===== config.mk =====
export PLATFORM = sky130hd
export DESIGN_NAME = exec_muldiv_stage_flat
export DESIGN_NICKNAME = d
export VERILOG_FILES = /design/src/rtl/exec_muldiv_stage_if.sv /design/src/rtl/exec_muldiv_stage.sv /design/src/flat_wrapper.sv
export SDC_FILE = /design/constraint.sdc
export NUM_CORES = 1
export LEC_CHECK = 0
export ABC_CLOCK_PERIOD_IN_PS = 5950
export CORE_UTILIZATION = 55
export DETAILED_ROUTE_END_ITERATION = 10
export PLACE_DENSITY = 0.77
export SLEW_MARGIN = 10
export SYNTH_ARGS = -nofsm -noshare
export SYNTH_HDL_FRONTEND = slang
export SYNTH_SLANG_ARGS = --single-unit
export TNS_END_PERCENT = 20

===== constraint.sdc =====
create_clock -name clk -period 5.95 [get_ports clk]
set_input_delay 0.8925 -clock clk [delete_from_list [all_inputs] [get_ports clk]]
set_output_delay 0.8925 -clock clk [all_outputs]
set_load 0.01 [all_outputs]

===== src/rtl/exec_muldiv_stage_if.sv =====
// Handshake and writeback bundle between the controller/decode side and the
// iterative multiply/divide execute stage.
interface exec_muldiv_stage_if #(
  parameter int XLEN      = 32,
  parameter int RD_ADDR_W = 5
);
  logic                 flush;
  logic                 stall;
  logic                 in_valid;
  logic                 in_ready;
  logic [2:0]           in_op;
  logic [XLEN-1:0]      in_rs1;
  logic [XLEN-1:0]      in_rs2;
  logic [RD_ADDR_W-1:0] in_rd_addr;
  logic                 busy;
  logic                 out_valid;
  logic                 out_wen;
  logic [RD_ADDR_W-1:0] out_rd_addr;
  logic [XLEN-1:0]      out_wdata;

  // Controller / decode side
  modport master (
    output flush, stall, in_valid, in_op, in_rs1, in_rs2, in_rd_addr,
    input  in_ready, busy, out_valid, out_wen, out_rd_addr, out_wdata
  );

  // Execute-stage side
  modport slave (
    input  flush, stall, in_valid, in_op, in_rs1, in_rs2, in_rd_addr,
    output in_ready, busy, out_valid, out_wen, out_rd_addr, out_wdata
  );
endinterface


===== src/rtl/exec_muldiv_stage.sv =====
// Iterative RV M-extension execute stage: shift-add multiply and restoring
// divide over XLEN cycles, with optional single-cycle multiply and a one-cycle
// early-out for divide-by-zero and signed overflow.
module exec_muldiv_stage #(
  parameter int XLEN          = 32,
  parameter int RD_ADDR_W     = 5,
  parameter bit MUL_ITERATIVE = 1'b1,
  parameter bit EARLY_OUT     = 1'b1
) (
  input  logic               clk,
  input  logic               rst,
  exec_muldiv_stage_if.slave bus
);

  localparam int              CNT_W   = $clog2(XLEN) + 1;
  localparam logic [XLEN-1:0] MIN_VAL = {1'b1, {(XLEN-1){1'b0}}};

  typedef enum logic [1:0] {ST_IDLE, ST_CALC, ST_DONE} state_t;

  state_t               state_q;
  logic [CNT_W-1:0]     cnt_q;
  logic [2:0]           op_q;
  logic [RD_ADDR_W-1:0] rd_q;
  logic                 neg_a_q;
  logic                 neg_b_q;
  logic [XLEN-1:0]      b_q;       // multiplicand / divisor magnitude
  logic [2*XLEN-1:0]    acc_q;     // mul: {partial, multiplier}; div: low half = dividend/quotient
  logic [XLEN-1:0]      rem_q;     // partial remainder
  logic [XLEN-1:0]      result_q;

  // Sign handling applied once at the end: negate the product/quotient when the
  // operand signs differ, the remainder follows the dividend. A zero divisor
  // forces an all-ones quotient regardless of sign.
  function automatic logic [XLEN-1:0] fix_result(
    input logic [2:0]        op,
    input logic              neg_a,
    input logic              neg_b,
    input logic [2*XLEN-1:0] prod,
    input logic [XLEN-1:0]   quo,
    input logic [XLEN-1:0]   rem,
    input logic              b_zero
  );
    logic [2*XLEN-1:0] p;
    logic [XLEN-1:0]   r;
    p = (neg_a ^ neg_b) ? -prod : prod;
    case (op)
      3'd0:                r = p[XLEN-1:0];
      3'd1, 3'd2, 3'd3:    r = p[2*XLEN-1:XLEN];
      3'd4, 3'd5:          r = b_zero ? '1 : ((neg_a ^ neg_b) ? -quo : quo);
      default:             r = neg_a ? -rem : rem;
    endcase
    return r;
  endfunction

  // Input decode: signedness, magnitudes and the one-cycle completion cases.
  logic              sgn_a_in, sgn_b_in, neg_a_in, neg_b_in;
  logic [XLEN-1:0]   mag_a_in, mag_b_in;
  logic              is_div_in, div_zero_in, div_ovf_in, fast_in;
  logic [2*XLEN-1:0] prod_in;
  logic [XLEN-1:0]   imm_result;
  logic              accept;

  assign bus.in_ready = (state_q == ST_IDLE) && !bus.stall;
  assign accept       = bus.in_valid && bus.in_ready && !bus.flush;

  // Operand preparation for acceptance and the single-cycle result paths.
  // NOTE: every variable gets a default at the top of always_comb so no path can infer a latch.
  always_comb begin
    sgn_a_in = 1'b0;
    sgn_b_in = 1'b0;
    case (bus.in_op)
      3'd1, 3'd4, 3'd6: begin sgn_a_in = 1'b1; sgn_b_in = 1'b1; end
      3'd2:             sgn_a_in = 1'b1;
      default:          ;
    endcase
    neg_a_in    = sgn_a_in && bus.in_rs1[XLEN-1];
    neg_b_in    = sgn_b_in && bus.in_rs2[XLEN-1];
    mag_a_in    = neg_a_in ? -bus.in_rs1 : bus.in_rs1;
    mag_b_in    = neg_b_in ? -bus.in_rs2 : bus.in_rs2;
    is_div_in   = bus.in_op[2];
    div_zero_in = (bus.in_rs2 == '0);
    div_ovf_in  = is_div_in && sgn_a_in && (bus.in_rs1 == MIN_VAL) && (bus.in_rs2 == '1);
    fast_in     = is_div_in ? (EARLY_OUT && (div_zero_in || div_ovf_in)) : !MUL_ITERATIVE;
    prod_in     = MUL_ITERATIVE ? '0 : ((2*XLEN)'(mag_a_in) * (2*XLEN)'(mag_b_in));
    imm_result  = fix_result(bus.in_op, neg_a_in, neg_b_in, prod_in, MIN_VAL,
                             div_zero_in ? mag_a_in : '0, div_zero_in);
  end

  // One iteration step of shift-add multiply and restoring divide.
  logic [XLEN:0]     mul_sum;
  logic [2*XLEN-1:0] mul_acc_d;
  logic [XLEN:0]     rem_sh, rem_diff;
  logic [XLEN-1:0]   div_rem_d, div_quo_d;

  always_comb begin
    mul_sum   = {1'b0, acc_q[2*XLEN-1:XLEN]} + (acc_q[0] ? {1'b0, b_q} : '0);
    mul_acc_d = {mul_sum, acc_q[XLEN-1:1]};
    rem_sh    = {rem_q, acc_q[XLEN-1]};
    rem_diff  = rem_sh - {1'b0, b_q};
    if (!rem_diff[XLEN]) begin
      div_rem_d = rem_diff[XLEN-1:0];
      div_quo_d = {acc_q[XLEN-2:0], 1'b1};
    end else begin
      div_rem_d = rem_sh[XLEN-1:0];
      div_quo_d = {acc_q[XLEN-2:0], 1'b0};
    end
  end

  // Control FSM and datapath registers; flush overrides everything but reset.
  // NOTE: sequential state uses non-blocking assignments so every register samples pre-edge values.
  always_ff @(posedge clk or negedge rst) begin
    if (!rst) begin
      state_q  <= ST_IDLE;
      cnt_q    <= '0;
      op_q     <= '0;
      rd_q     <= '0;
      neg_a_q  <= 1'b0;
      neg_b_q  <= 1'b0;
      b_q      <= '0;
      acc_q    <= '0;
      rem_q    <= '0;
      result_q <= '0;
    end else if (bus.flush) begin
      state_q <= ST_IDLE;
    end else begin
      case (state_q)
        ST_IDLE: begin
          if (accept) begin
            op_q    <= bus.in_op;
            rd_q    <= bus.in_rd_addr;
            neg_a_q <= neg_a_in;
            neg_b_q <= neg_b_in;
            b_q     <= mag_b_in;
            acc_q   <= {{XLEN{1'b0}}, mag_a_in};
            rem_q   <= '0;
            if (fast_in) begin
              result_q <= imm_result;
              state_q  <= ST_DONE;
            end else begin
              cnt_q   <= CNT_W'(XLEN - 1);
              state_q <= ST_CALC;
            end
          end
        end
        ST_CALC: begin
          if (op_q[2]) begin
            acc_q <= {acc_q[2*XLEN-1:XLEN], div_quo_d};
            rem_q <= div_rem_d;
          end else begin
            acc_q <= mul_acc_d;
          end
          if (cnt_q == '0) begin
            result_q <= fix_result(op_q, neg_a_q, neg_b_q, mul_acc_d, div_quo_d,
                                   div_rem_d, b_q == '0);
            state_q  <= ST_DONE;
          end else begin
            cnt_q <= cnt_q - CNT_W'(1);
          end
        end
        ST_DONE: begin
          if (!bus.stall) state_q <= ST_IDLE;
        end
        default: state_q <= ST_IDLE;
      endcase
    end
  end

  assign bus.busy        = (state_q != ST_IDLE);
  assign bus.out_valid   = (state_q == ST_DONE);
  assign bus.out_wen     = bus.out_valid && (rd_q != '0);
  assign bus.out_rd_addr = rd_q;
  assign bus.out_wdata   = result_q;

endmodule


===== src/flat_wrapper.sv =====
// flat-port wrapper written by rule: the top's interface ports become plain ports
module exec_muldiv_stage_flat 
#(
  parameter int XLEN          = 32,
  parameter int RD_ADDR_W     = 5,
  parameter bit MUL_ITERATIVE = 1'b1,
  parameter bit EARLY_OUT     = 1'b1
)
  (clk, rst, bus_flush, bus_stall, bus_in_valid, bus_in_op, bus_in_rs1, bus_in_rs2, bus_in_rd_addr, bus_in_ready, bus_busy, bus_out_valid, bus_out_wen, bus_out_rd_addr, bus_out_wdata);
  exec_muldiv_stage_if #(.XLEN(XLEN), .RD_ADDR_W(RD_ADDR_W)) bus_i ();
  input  logic clk;
  input  logic rst;
  input wire logic [$bits(bus_i.flush)-1:0] bus_flush;
  input wire logic [$bits(bus_i.stall)-1:0] bus_stall;
  input wire logic [$bits(bus_i.in_valid)-1:0] bus_in_valid;
  input wire logic [$bits(bus_i.in_op)-1:0] bus_in_op;
  input wire logic [$bits(bus_i.in_rs1)-1:0] bus_in_rs1;
  input wire logic [$bits(bus_i.in_rs2)-1:0] bus_in_rs2;
  input wire logic [$bits(bus_i.in_rd_addr)-1:0] bus_in_rd_addr;
  output wire logic [$bits(bus_i.in_ready)-1:0] bus_in_ready;
  output wire logic [$bits(bus_i.busy)-1:0] bus_busy;
  output wire logic [$bits(bus_i.out_valid)-1:0] bus_out_valid;
  output wire logic [$bits(bus_i.out_wen)-1:0] bus_out_wen;
  output wire logic [$bits(bus_i.out_rd_addr)-1:0] bus_out_rd_addr;
  output wire logic [$bits(bus_i.out_wdata)-1:0] bus_out_wdata;
  assign bus_i.flush = bus_flush;
  assign bus_i.stall = bus_stall;
  assign bus_i.in_valid = bus_in_valid;
  assign bus_i.in_op = bus_in_op;
  assign bus_i.in_rs1 = bus_in_rs1;
  assign bus_i.in_rs2 = bus_in_rs2;
  assign bus_i.in_rd_addr = bus_in_rd_addr;
  assign bus_in_ready = bus_i.in_ready;
  assign bus_busy = bus_i.busy;
  assign bus_out_valid = bus_i.out_valid;
  assign bus_out_wen = bus_i.out_wen;
  assign bus_out_rd_addr = bus_i.out_rd_addr;
  assign bus_out_wdata = bus_i.out_wdata;
  exec_muldiv_stage #(.XLEN(XLEN), .RD_ADDR_W(RD_ADDR_W), .MUL_ITERATIVE(MUL_ITERATIVE), .EARLY_OUT(EARLY_OUT)) u_core (.clk(clk), .rst(rst), .bus(bus_i));
endmodule

* Word level (Yosys, flattened, before mapping)
Cells that the tools add are included.
** Operators by class
- Add/sub/neg operators :: 9
- Reductions and logical operators :: 34
- Muxes and demuxes :: 37
- Equality and inequality tests :: 25
- Bitwise logic cells :: 2
** Operator list (count)
- $mux W32 :: 14
- $mux W64 :: 3
- $pmux W32 S2 :: 3
- $neg A32 Y32 :: 5
- $pmux W64 S2 :: 1
- $pmux W32 S3 :: 1
- $eq A32 B32 Y1 const B :: 2
- $logic_not A32 Y1 :: 2
- $neg A64 Y64 :: 1
- $add A32 B33 Y33 :: 1
- $sub A33 B32 Y33 :: 1
- $mux W31 :: 1
- $mux W6 :: 3
- $eq A3 B3 Y1 const B :: 5
- $eq A3 B2 Y1 const B :: 4
- $pmux W6 S2 :: 1
- $mux W2 :: 5
- $reduce_and A5 Y1 :: 2
- $logic_and A1 B1 Y1 :: 9
- $reduce_and A3 Y1 :: 3
- $ne A2 B1 Y1 const B :: 4
- $reduce_and A4 Y1 :: 2
- $reduce_or A4 Y1 :: 2
- $eq A3 B1 Y1 const B :: 2
- other kinds (19) :: 30
** Storage, ports and cells
- Register bits after elaboration :: 178
- Bits of input ports :: 77
- Word-level logic and storage cells :: 118

* Logic depth before layout (Yosys ltp)
Gate-level depths: netlist of the first run.
- Word-level depth :: 12
- Depth in mapped cells :: 26
- Gate-level depth less buffers :: 22

* Worst setup path after synthesis of the first run
OpenSTA, ideal clock, no wires.
- Path type :: flip-flop to flip-flop
- Start point :: register u_core.acc_q[31]
- End point :: register u_core.result_q[26] (netlist: u_core.bus.out_wdata[26])
- Setup slack :: 0.702 ns
- Path buffers :: 4
- Stages on the path, launching flop included :: 26
- Data required time :: 5.822 ns
- Setup time :: 0.128 ns
- Period minus slack after synthesis :: 5.248 ns
- Arrival time :: 5.121 ns
- Cells stage by stage :: dfrtp_1 -> clkbuf_1 -> inv_1 -> ha_1 -> inv_1 -> fa_1 -> a211oi_1 -> o211ai_1 -> nand4_1 -> a21oi_1 -> a211oi_2 -> inv_1 -> clkbuf_1 -> buf_1 -> buf_1 -> a21oi_1 -> ha_1 -> nand3b_1 -> or4_1 -> nor2_1 -> a41o_1 -> nand3_1 -> o21ai_0 -> xor2_1 -> a221oi_1 -> nor3_1
** Between the ends
- Word-level cells in the longest chain between the ends :: 8
** Ends and longest elaborated chain
- start: declaration :: line exec_muldiv_stage.sv:27 : logic [2*XLEN-1:0] acc_q;
- start signal: assignment :: line exec_muldiv_stage.sv:134 : acc_q <= {{XLEN{1'b0}}, mag_a_in};
- start signal: assignment :: line exec_muldiv_stage.sv:147 : acc_q <= {acc_q[2*XLEN-1:XLEN], div_quo_d};
- start signal: assignment :: line exec_muldiv_stage.sv:150 : acc_q <= mul_acc_d;
- $sub A33 B32 Y33 :: line exec_muldiv_stage.sv:99 : rem_diff = rem_sh - {1'b0, b_q};
- $mux W1 :: line exec_muldiv_stage.sv:100 : if (!rem_diff[XLEN]) begin
- $neg A32 Y32 :: line exec_muldiv_stage.sv:49 : 3'd4, 3'd5: r = b_zero ? '1 : ((neg_a ^ neg_b) ? -quo : quo);
- $mux W32 (2 in a row) :: line exec_muldiv_stage.sv:49
- $pmux W32 S3 (*) :: line exec_muldiv_stage.sv:46 : case (op)
- $mux W32 (*) :: line exec_muldiv_stage.sv:152 : if (cnt_q == '0) begin
- $pmux W32 S2 (*) :: line exec_muldiv_stage.sv:126 : case (state_q)
- end signal: assignment :: line exec_muldiv_stage.sv:137 : result_q <= imm_result;
- end signal: assignment :: line exec_muldiv_stage.sv:153 : result_q <= fix_result(op_q, neg_a_q, neg_b_q, mul_acc_d, div_quo_d,
- end: declaration :: line exec_muldiv_stage.sv:29 : logic [XLEN-1:0] result_q;
Mark *: on every way between the ends. The rest lies on a longest branch, timed or not. The select of a mux whose other input is x is not followed.
A chain may end at the register's enable or synchronous reset.

* Worst setup path after layout of the first run
- Start point :: register u_core.acc_q[0]
- End point :: register u_core.result_q[28] (netlist: u_core.bus.out_wdata[28])
** Between the ends
- Word-level cells in the longest chain between the ends :: 7
** Ends and longest elaborated chain
- $mux W32 :: line exec_muldiv_stage.sv:96 : mul_sum = {1'b0, acc_q[2*XLEN-1:XLEN]} + (acc_q[0] ? {1'b0, b_q} : '0);
- $add A32 B33 Y33 :: line exec_muldiv_stage.sv:96
- $neg A64 Y64 :: line exec_muldiv_stage.sv:45 : p = (neg_a ^ neg_b) ? -prod : prod;
- $mux W64 :: line exec_muldiv_stage.sv:45
- $pmux W32 S3 (*) :: line exec_muldiv_stage.sv:46
- $mux W32 (*) :: line exec_muldiv_stage.sv:152
- $pmux W32 S2 (*) :: line exec_muldiv_stage.sv:126
Marked as above.

==> results, run 1 <==
- The run finished with clean final reports.
- The global-route total usage across every layer is 0.425.
- The initial core utilization is 0.565.
- The number of violations of the max-capacitance limit is 0.
- The clock reaches the later pin of the worst-skew pair after between 0.4 and 0.5 ns.
- The net count of the mapped netlist is ~2800.
- The count of TritonRoute iterations in the first routing pass is 6.
- The via count of the first global-routing pass is around 19000.
- The area share of the leading cell type in the synthesized netlist is 0.233.
- The multi-input combinational cell area is 0.0138 mm2.
- Derived from the worst setup path, the maximum achievable clock frequency is 175 MHz.
- The clock tree root driver cell is sky130_fd_sc_hd__clkbuf_16.
- The first global-routing pass estimated ~120000 um of wire.
- Summed over all layers, the global routing overflow is 0.
- The worst setup path is launched from a flip-flop.
- The depth of the CTS H-tree is 4.
- The average detailed-routed wire length per instance is between 20 and 25 um.
- The worst reg-to-reg path cell count is 16.
- The routed via count is approximately 21000.
- The congestion estimate from routability-driven global placement came to 1.06.
- In this run the remaining antenna-violating nets after routing total 0.
- The worst register-to-register path ends at u_core.bus.out_wdata[28].
- The iteration-0 DRC count of the detailed router is between 2000 and 3000.
- Yosys attributes the largest share of cell area to sky130_fd_sc_hd__dfrtp_1 (23%), sky130_fd_sc_hd__o21ai_0 (7.2%), sky130_fd_sc_hd__nand2_1 (6.6%).
- In the final layout, flip-flops and latches occupy 0.00446 mm2.
- For the pin with the worst max-slew slack, the measured transition is roughly 1.2 ns.
- The total half-perimeter wirelength after legalization and detailed placement is around 60000 um.
- The number of max-slew violations in the final report came to 0.
- The count of final hold-check violations was 0.
- In this run the worst path has a maximum fanout of 13.
- In this run, synthesis produced a sequential element count of between 150 and 200.
- CTS saw roughly 180 sinks.
- The die width is between 150 and 200 um.
- Setup repair after global routing left no endpoint under its margin.
- Counting flops with a built-in enable in the synthesized netlist gives 0.
- The clock period minus final worst setup slack is 5.73 ns.
- STA puts the critical path data required time at around 6.3 ns.
- The finished layout holds 3103 standard cells, fillers aside.
- Of all cell types, the one taking the most synthesized area is sky130_fd_sc_hd__dfrtp_1.
- VDD sags by at most around 0.00022 V.
- The number of rows in the core area is 67.
- In this run the critical register-to-register path is launched from u_core.acc_q[0].
- The number of library cell types mapped by synthesis is 91.
- The analysis attributes to cell leakage a power of 8.63 nW.
- The most frequent cell after synthesis is sky130_fd_sc_hd__nand2_1.
- The synthesized area divided by synthesized cell count is around 7.3 um2.
- The total detailed-routing wirelength is 75900 um.
- The number of warnings printed during yosys synthesis is 0.
- The type of the most critical hold path is flip-flop to flip-flop.
- The most used flip-flop cell after synthesis is sky130_fd_sc_hd__dfrtp_1.
- The data arrival time of the critical path is just over 6 ns.
- The antenna diode count is 0.
- In the final timing run, aggregate negative setup slack is 0 ns.
- For this run, design rule violations remaining after detail routing come to 0.
- The core box area is 0.0339 mm2.
- The total power consumption of the routed design is ~5.7 mW.
- Of the cells placed in the final design, the portion with a size suffix greater than 1 is 0.0637.
- The final worst slack is between 0.2 and 0.25 ns.
- Following the worst setup path forward leads to its endpoint at u_core.bus.out_wdata[28].
- The die footprint is approximately 0.036 mm2.
- The proportion of synthesized flip-flops having asynchronous set or reset is 1.00.
- The number of antenna violations at the first check in global routing is 0.
- The area added between synthesis and finish is 11.5%.
- The number of hold buffers added after CTS was 0.
- The placed instances occupy a cell area of 0.0207 mm2.
- The count of endpoints failing setup in the final report is 0.
- Entering global routing, the biggest net connects 102 pins.
- The commonest cells after synthesis are sky130_fd_sc_hd__nand2_1 (335), sky130_fd_sc_hd__o21ai_0 (276), sky130_fd_sc_hd__nor2_1 (233).
- The number of placed instances with taps included is between 3000 and 4000.
- TritonCTS built the clock tree.
- The number of clock buffers added by TritonCTS is 17.
- The post-detailed-route via-to-cell ratio is around 6.8.
- The post-CTS clock slew at the launch and capture registers of the worst setup and hold paths is 0.08 ns.
- Setup slack on the worst reg-to-reg path comes out at approximately 0.22 ns.
- The launch point of the worst path is u_core.acc_q[0].
- The worst min-delay path startpoint is u_core.bus.out_wdata[2].
- Counting along the longest clock path gives a buffer depth of 2.
- Timing analysis after detailed placement gives a worst setup slack of 0.226 ns.
- The register area share after synthesis is 0.233.
- The count of buffers added on input and output ports is around 120.
- The kind of critical path is flip-flop to flip-flop.
- The tightest hold path in the finished design has a slack of between 0.4 and 0.5 ns.
- STA classifies the critical path endpoint as a flip-flop.
- After filler insertion, the fill cell instance count of the layout stands at about 3100.
- The final instance area is 0.0213 mm2.
- In the finished design, the share of the clock period the worst path needs comes to 0.963.
- In this run the tightest slew margin relative to its limit is 0.182.
- In this run the count of I/O pins placed on the die edge is around 120.
- The net total in the final layout is 2797.
- At the end of the flow the core is filled with cells to 0.630.
- The post-synthesis instance total is around 2600.
- On the final layout, the worst clock skew is 0.0164 ns.
- In this run the power density over the cells is around 270 mW/mm2.
- The die boundary height is roughly 190 um.
- The post-synthesis instance area is 0.0191 mm2.
==> layer usage <==
layer / part of all wire / GRT usage
met1: 0.41 / 0.573
met2: 0.43 / 0.628
met3: 0.089 / 0.0620
met4: 0.075 / 0.286
met5: 0 / 0
==> state kept, by name (all words and copies together) (netlist names) <==
signal / flops
u_core.acc_q: 64
u_core.b_q: 32
u_core.bus.out_wdata: 32
u_core.rem_q: 32
u_core.cnt_q: 6
u_core.bus.out_rd_addr: 5
u_core.op_q: 3
u_core.state_q: 2
u_core.neg_a_q: 1
u_core.neg_b_q: 1
==> area by class of cell <==
cell class                      count  area share
Clock inverter                      8     0.00598
Sequential cell                   178       0.209
Clock buffer                       21      0.0221
Timing Repair Buffer              186      0.0794
Inverter                           69      0.0121
Tap cell                          448      0.0263
Multi-Input combinational cell   2193       0.645
==> kinds of logic (layout without fill, tap and decap cells) <==
family,Yosys count,count (layout),synth area share
adders and majority gates,75,75,0.0498
xor gates and xnor gates,239,239,0.109
muxes,59,59,0.0319
buffers and inverters,255,284,0.0512
DFF,178,178,0.233
AOI/OAI and AO/OA,843,843,0.278
and+or+nand+nor,977,977,0.247
==> worst max-delay path: stages, from the launching register on <==
cell and delay, ns:
sky130_fd_sc_hd__dfrtp_1 0.36, sky130_fd_sc_hd__clkinv_1 0.33, sky130_fd_sc_hd__buf_4 0.35, sky130_fd_sc_hd__nor2_1 0.24, sky130_fd_sc_hd__ha_1 0.42, sky130_fd_sc_hd__a21oi_1 0.30, sky130_fd_sc_hd__o21ai_0 0.20, sky130_fd_sc_hd__a2111oi_0 0.44
sky130_fd_sc_hd__nor3_1 0.19, sky130_fd_sc_hd__a211oi_1 0.30, sky130_fd_sc_hd__or4bb_1 0.53, sky130_fd_sc_hd__or3_1 0.47, sky130_fd_sc_hd__nor4_4 0.28, sky130_fd_sc_hd__a31oi_1 0.16, sky130_fd_sc_hd__xor2_1 0.21, sky130_fd_sc_hd__a2111oi_0 0.65
sky130_fd_sc_hd__a21oi_1 0.13
==> where the power goes <==
group / leakage (nW) / total [mW] / switching [mW] / internal, mW
Clock: 0.287 / 1.22 / 0.531 / 0.689
Combinational: 5.99 / 2.84 / 1.84 / 0.996
Sequential: 2.35 / 1.66 / 0.292 / 1.37
Total: 8.63 / 5.71 / 2.66 / 3.05
==> cell usage in the layout (no fill, tap or decap), types with 9 or more instances in the layout <==
cell type                         count
sky130_fd_sc_hd__dfrtp_1            177
sky130_fd_sc_hd__or2_2               16
sky130_fd_sc_hd__o21ai_0            275
sky130_fd_sc_hd__xnor2_1            127
sky130_fd_sc_hd__o21a_1              13
sky130_fd_sc_hd__clkbuf_16           17
sky130_fd_sc_hd__o31ai_1             29
sky130_fd_sc_hd__o41ai_1             12
sky130_fd_sc_hd__nor4_1              37
sky130_fd_sc_hd__nor3_1              78
sky130_fd_sc_hd__or4_1               19
sky130_fd_sc_hd__buf_4               69
sky130_fd_sc_hd__o22ai_1             18
sky130_fd_sc_hd__mux2_2              16
sky130_fd_sc_hd__a21o_1              24
sky130_fd_sc_hd__inv_1               67
sky130_fd_sc_hd__clkdlybuf4s50_1    116
sky130_fd_sc_hd__and3_1              17
sky130_fd_sc_hd__nor2b_1              9
sky130_fd_sc_hd__a21oi_1            187
sky130_fd_sc_hd__nand4_1             42
sky130_fd_sc_hd__nand2b_1            18
sky130_fd_sc_hd__a221oi_1            13
sky130_fd_sc_hd__o21bai_1             9
sky130_fd_sc_hd__or3_1               40
sky130_fd_sc_hd__and4_1              10
sky130_fd_sc_hd__a22o_1              31
sky130_fd_sc_hd__ha_1                73
sky130_fd_sc_hd__nor2_1             232
sky130_fd_sc_hd__nand3_1             52
sky130_fd_sc_hd__mux2i_1             43
sky130_fd_sc_hd__o221ai_1            12
sky130_fd_sc_hd__a31oi_1             56
sky130_fd_sc_hd__and2_1              25
sky130_fd_sc_hd__nand2_1            334
sky130_fd_sc_hd__a211oi_1            35
sky130_fd_sc_hd__xor2_1             110
sky130_fd_sc_hd__o211ai_1            30
sky130_fd_sc_hd__a2111oi_0           10
==> worst min-delay path by stage <==
| stage | end | slack, ns | cells past startpoint |
|---|---|---|---|
| after floorplan | u_core.acc_q[35] | 0.46 | 2 |
| after global placement | u_core.bus.out_wdata[2] | 0.46 | 2 |
| after detailed placement | u_core.bus.out_wdata[2] | 0.46 | 2 |
| after CTS | u_core.bus.out_wdata[2] | 0.48 | 2 |
| after global routing | u_core.acc_q[61] | 0.52 | 2 |
| final | u_core.bus.out_wdata[2] | 0.47 | 2 |
==> timing repair <==
| item | 4_1_cts | 5_1_grt |
|---|---|---|
| resized for setup | 0 | 1 |
| endpoints found under the hold margin | 0 | 0 |
| setup buffers | 0 | 1 |
| endpoints found under the setup margin | 0 | 1 |
(Power assumes the default switching activity.)
==> run 2, diff against run 1 <==
--- a/config.mk
+++ b/config.mk
@@ -6,9 +6,11 @@
 export NUM_CORES = 1
 export LEC_CHECK = 0
 export ABC_CLOCK_PERIOD_IN_PS = 5950
+export CAP_MARGIN = 20
 export CORE_UTILIZATION = 55
 export DETAILED_ROUTE_END_ITERATION = 10
-export PLACE_DENSITY = 0.77
+export DONT_BUFFER_PORTS = 1
+export PLACE_DENSITY = 0.72
 export SLEW_MARGIN = 10
 export SYNTH_ARGS = -nofsm -noshare
 export SYNTH_HDL_FRONTEND = slang
==> run 2 against run 1 <==
Register-to-register slack improved by 0.07 ns. Sequential power about the same. Via count down 3.0%. Sequential share of layout area is 1.4 points higher. Clock power fell by 8%. Largest power group unchanged. Critical path type unchanged.
==> results, run 2 (same netlist as run 1, synthesis figures left out) <==
- The clock sink count is about 180.
- The most common cell after layout, fill and taps aside is sky130_fd_sc_hd__nand2_1.
- The register with the most flip-flops in the layout has 64 of them.
- The number of max-slew violations in the final report is 0.
- The setup path with the least slack is of type flip-flop to flip-flop.
- The maximum vdd drop is 0.000246 V.
- The number of clock buffers added by TritonCTS is 17.
- Once detailed placement completed, the half-perimeter wirelength came to 57800 um.
- The clock tree synthesis step divided the H-tree into 4 levels.
- Data on the critical path is required at its endpoint by approximately 6.3 ns.
- With fillers left out, the area of the finished cells amounts to ~0.020 mm2.
- The clock tree root driver cell is sky130_fd_sc_hd__clkbuf_16.
- Setup repair after global routing left no endpoint under its margin.
- The final period utilization is 0.951.
- The remaining antenna violation count after routing is 0.
- The leakage power of the design is 8.06 nW.
- The register area is roughly 0.0045 mm2.
- The top cell types in the final layout, fill and taps aside, are sky130_fd_sc_hd__nand2_1 (334), sky130_fd_sc_hd__o21ai_0 (275), sky130_fd_sc_hd__nor2_1 (232), sky130_fd_sc_hd__a21oi_1 (187), sky130_fd_sc_hd__dfrtp_1 (177).
- Summed over all layers, the routed wires come to between 70000 and 80000 um.
- The floorplan step set the die height to approximately 190 um.
- Setup violations remaining at the end of the flow were counted as 0.
- The die footprint is about 0.036 mm2.
- The first detailed-routing pass took 6 iterations.
- In the final routed layout, each cell accounts on average for 25.3 um.
- The total congestion overflow after global routing is 0.
- The congestion estimate from routability-driven global placement came to roughly 1.1.
- The count of final hold-check violations is 0.
- For the final routed database, the setup TNS stands at 0 ns.
- The register with the most flip-flops is u_core.acc_q.
- In this run the tightest slew margin relative to its limit is 0.250.
- The clock insertion delay at the later pin of the skew report is between 0.4 and 0.5 ns.
- The number of remaining DRC errors is 0.
- The net total in the final layout is around 2700.
- After detailed placement, the total cell area comes to between 0.015 and 0.02 mm2.
- In this run the worst path has a maximum fanout of 15.
- The total power consumption of the routed design is approximately 5.4 mW.
- The quantity of I/O buffers inserted on ports is 0.
- The area growth from synthesis to layout is 4.36%.
- The busiest layer in global routing is met2.
- The routing usage on met1 is 0.545.
- For the pin with the worst max-slew slack, the measured transition is between 1 and 1.5 ns.
- The number of placed instances with taps included is around 2900.
- In the final layout, the multi-input gates occupy 0.0138 mm2.
- For this run, global-route usage on met3 was measured as 0.0890.
- The routed via count is a little over 20000.
- The count of placed standard cells in the final layout, fillers left out is a little under 3000.
- The number of I/O pins is 118.
- In the post-route analysis, the smallest setup slack over all paths is roughly 0.29 ns.
- The pin count of the biggest net entering global routing is approximately 180.
- Across the run, the number of max-cap violations was 0.
- The clock period minus final worst setup slack is between 5 and 6 ns.
- The via count of the first global-routing pass is around 19000.
- The maximum clock frequency is ~180 MHz.
- The pre-CTS worst setup slack is ~0.25 ns.
- The iteration-0 DRC count of the detailed router is between 2000 and 2500.
- The wire length of the first global-routing pass is 114000 um.
- STA classifies the critical path endpoint as a flip-flop.
- On the final layout, the worst clock skew is roughly 0.016 ns.
- Clock-pin slew was measured on the worst setup and hold paths at around 0.08 ns.
- The number of antenna violations at the first check in global routing was 0.
- The met2 layer usage reported by global route is 0.630.
- For this run, the total global-route usage over all layers was measured as 0.420.
- Row generation in the floorplan step produced between 60 and 70 rows.
- The fraction of final layout cells with drive strength greater than 1 is 0.0603.
- The post-detailed-route via-to-cell ratio is 6.91.
- The core box area is 0.0339 mm2.
- STA classifies the critical path startpoint as a flip-flop.
- The die width is 189 um.
- The clock tree from TritonCTS is yes.
- The initial utilization of the core area, before any placement, comes to 0.565.
- For the worst setup path, the data arrival time is between 5 and 6 ns.
- The filler cell count in the final layout is 3234.
- The clock tree buffer depth is 2.
- The type of the most critical hold path is primary input to async pin.
- The run finished with clean final reports.
- The total setup buffers inserted after CTS is 0.
- In this run the power density over the cells is approximately 270 mW/mm2.
- The antenna diode count is 0.
-- run 2: cell types whose count changed in the layout (fill, tap and decap cells not counted), moves of 3 or more --
| cell | change |
|---|---|
| sky130_fd_sc_hd__clkinvlp_4 | +3 |
| sky130_fd_sc_hd__clkdlybuf4s50_1 | -116 |
| sky130_fd_sc_hd__clkbuf_8 | -4 |
| sky130_fd_sc_hd__buf_4 | -21 |
| sky130_fd_sc_hd__inv_6 | +4 |
| sky130_fd_sc_hd__bufinv_16 | -3 |
-- run 2: report_power, final --
group	switching (mW)	internal, mW	leakage (nW)
Clock	0.581	0.544	0.253
Sequential	0.310	1.36	2.35
Combinational	1.69	0.909	5.46
Total	2.58	2.82	8.06
-- run 2: worst max-delay path, cell delays in order, from the launching register on --
cell	delay (ns)
sky130_fd_sc_hd__dfrtp_1	0.47
sky130_fd_sc_hd__clkinvlp_4	0.42
sky130_fd_sc_hd__nor2_1	0.57
sky130_fd_sc_hd__ha_1	0.46
sky130_fd_sc_hd__a21oi_1	0.44
sky130_fd_sc_hd__a21oi_1	0.20
sky130_fd_sc_hd__o21ai_0	0.16
sky130_fd_sc_hd__and2_1	0.23
sky130_fd_sc_hd__a31oi_1	0.11
sky130_fd_sc_hd__buf_4	0.15
sky130_fd_sc_hd__or4bb_1	0.57
sky130_fd_sc_hd__or3_1	0.45
sky130_fd_sc_hd__nor4_4	0.27
sky130_fd_sc_hd__a31oi_1	0.15
sky130_fd_sc_hd__xor2_1	0.19
sky130_fd_sc_hd__a2111oi_0	0.56
sky130_fd_sc_hd__a21oi_1	0.12
-- run 2: final cells by class --
| cell class | instances | area share |
|---|---|---|
| clock buffers | 19 | 0.0217 |
| multi-input cells | 2193 | 0.690 |
| inverters | 69 | 0.0132 |
| well taps | 448 | 0.0281 |
| clock inverters | 13 | 0.00520 |
| repair buffers | 50 | 0.0189 |
| flip-flops and latches | 178 | 0.223 |
-- run 2: worst paths after layout --
path | endpoint | start | slack (ns) | depth (start not counted)
worst max-delay path | u_core.bus.out_wdata[28] | u_core.acc_q[0] | 0.29 | 16
worst min-delay path | u_core.b_q[24] | rst | 0.12 | 0
worst max register to register | u_core.bus.out_wdata[28] | u_core.acc_q[0] | 0.29 | 16
worst min register to register | u_core.acc_q[50] | u_core.acc_q[50] | 0.49 | 2
max in group asynchronous | u_core.acc_q[11] | rst | 5.47 | 0
min in group clk | u_core.acc_q[50] | u_core.acc_q[50] | 0.49 | 2
-- run 2: metrics by stage --
| stage | hold slack [ns] | utilization |
|---|---|---|
| after floorplan | 0.456 | - |
| after global placement | 0.471 | 0.573 |
| after detailed placement | 0.481 | 0.573 |
| after CTS | 0.119 | 0.589 |
| after global routing | 0.109 | 0.590 |
| final | 0.123 | 0.590 |
-- run 2: repair_timing --
| action | CTS | global route |
|---|---|---|
| setup endpoints to repair | 0 | 2 |
| gates resized for setup | 0 | 3 |
| endpoints found under the hold margin | 0 | 0 |
| hold buffers | 0 | 0 |
-- run 2: per-layer routing --
metal / vias to the layer above / wire length [um] / part of all wire
li1: 9368 / - / -
met1: 9796 / 30300 / 0.40
met2: 1130 / 32300 / 0.43
met3: 237 / 7050 / 0.094
met4: 0 / 5480 / 0.073
met5: - / 0 / 0
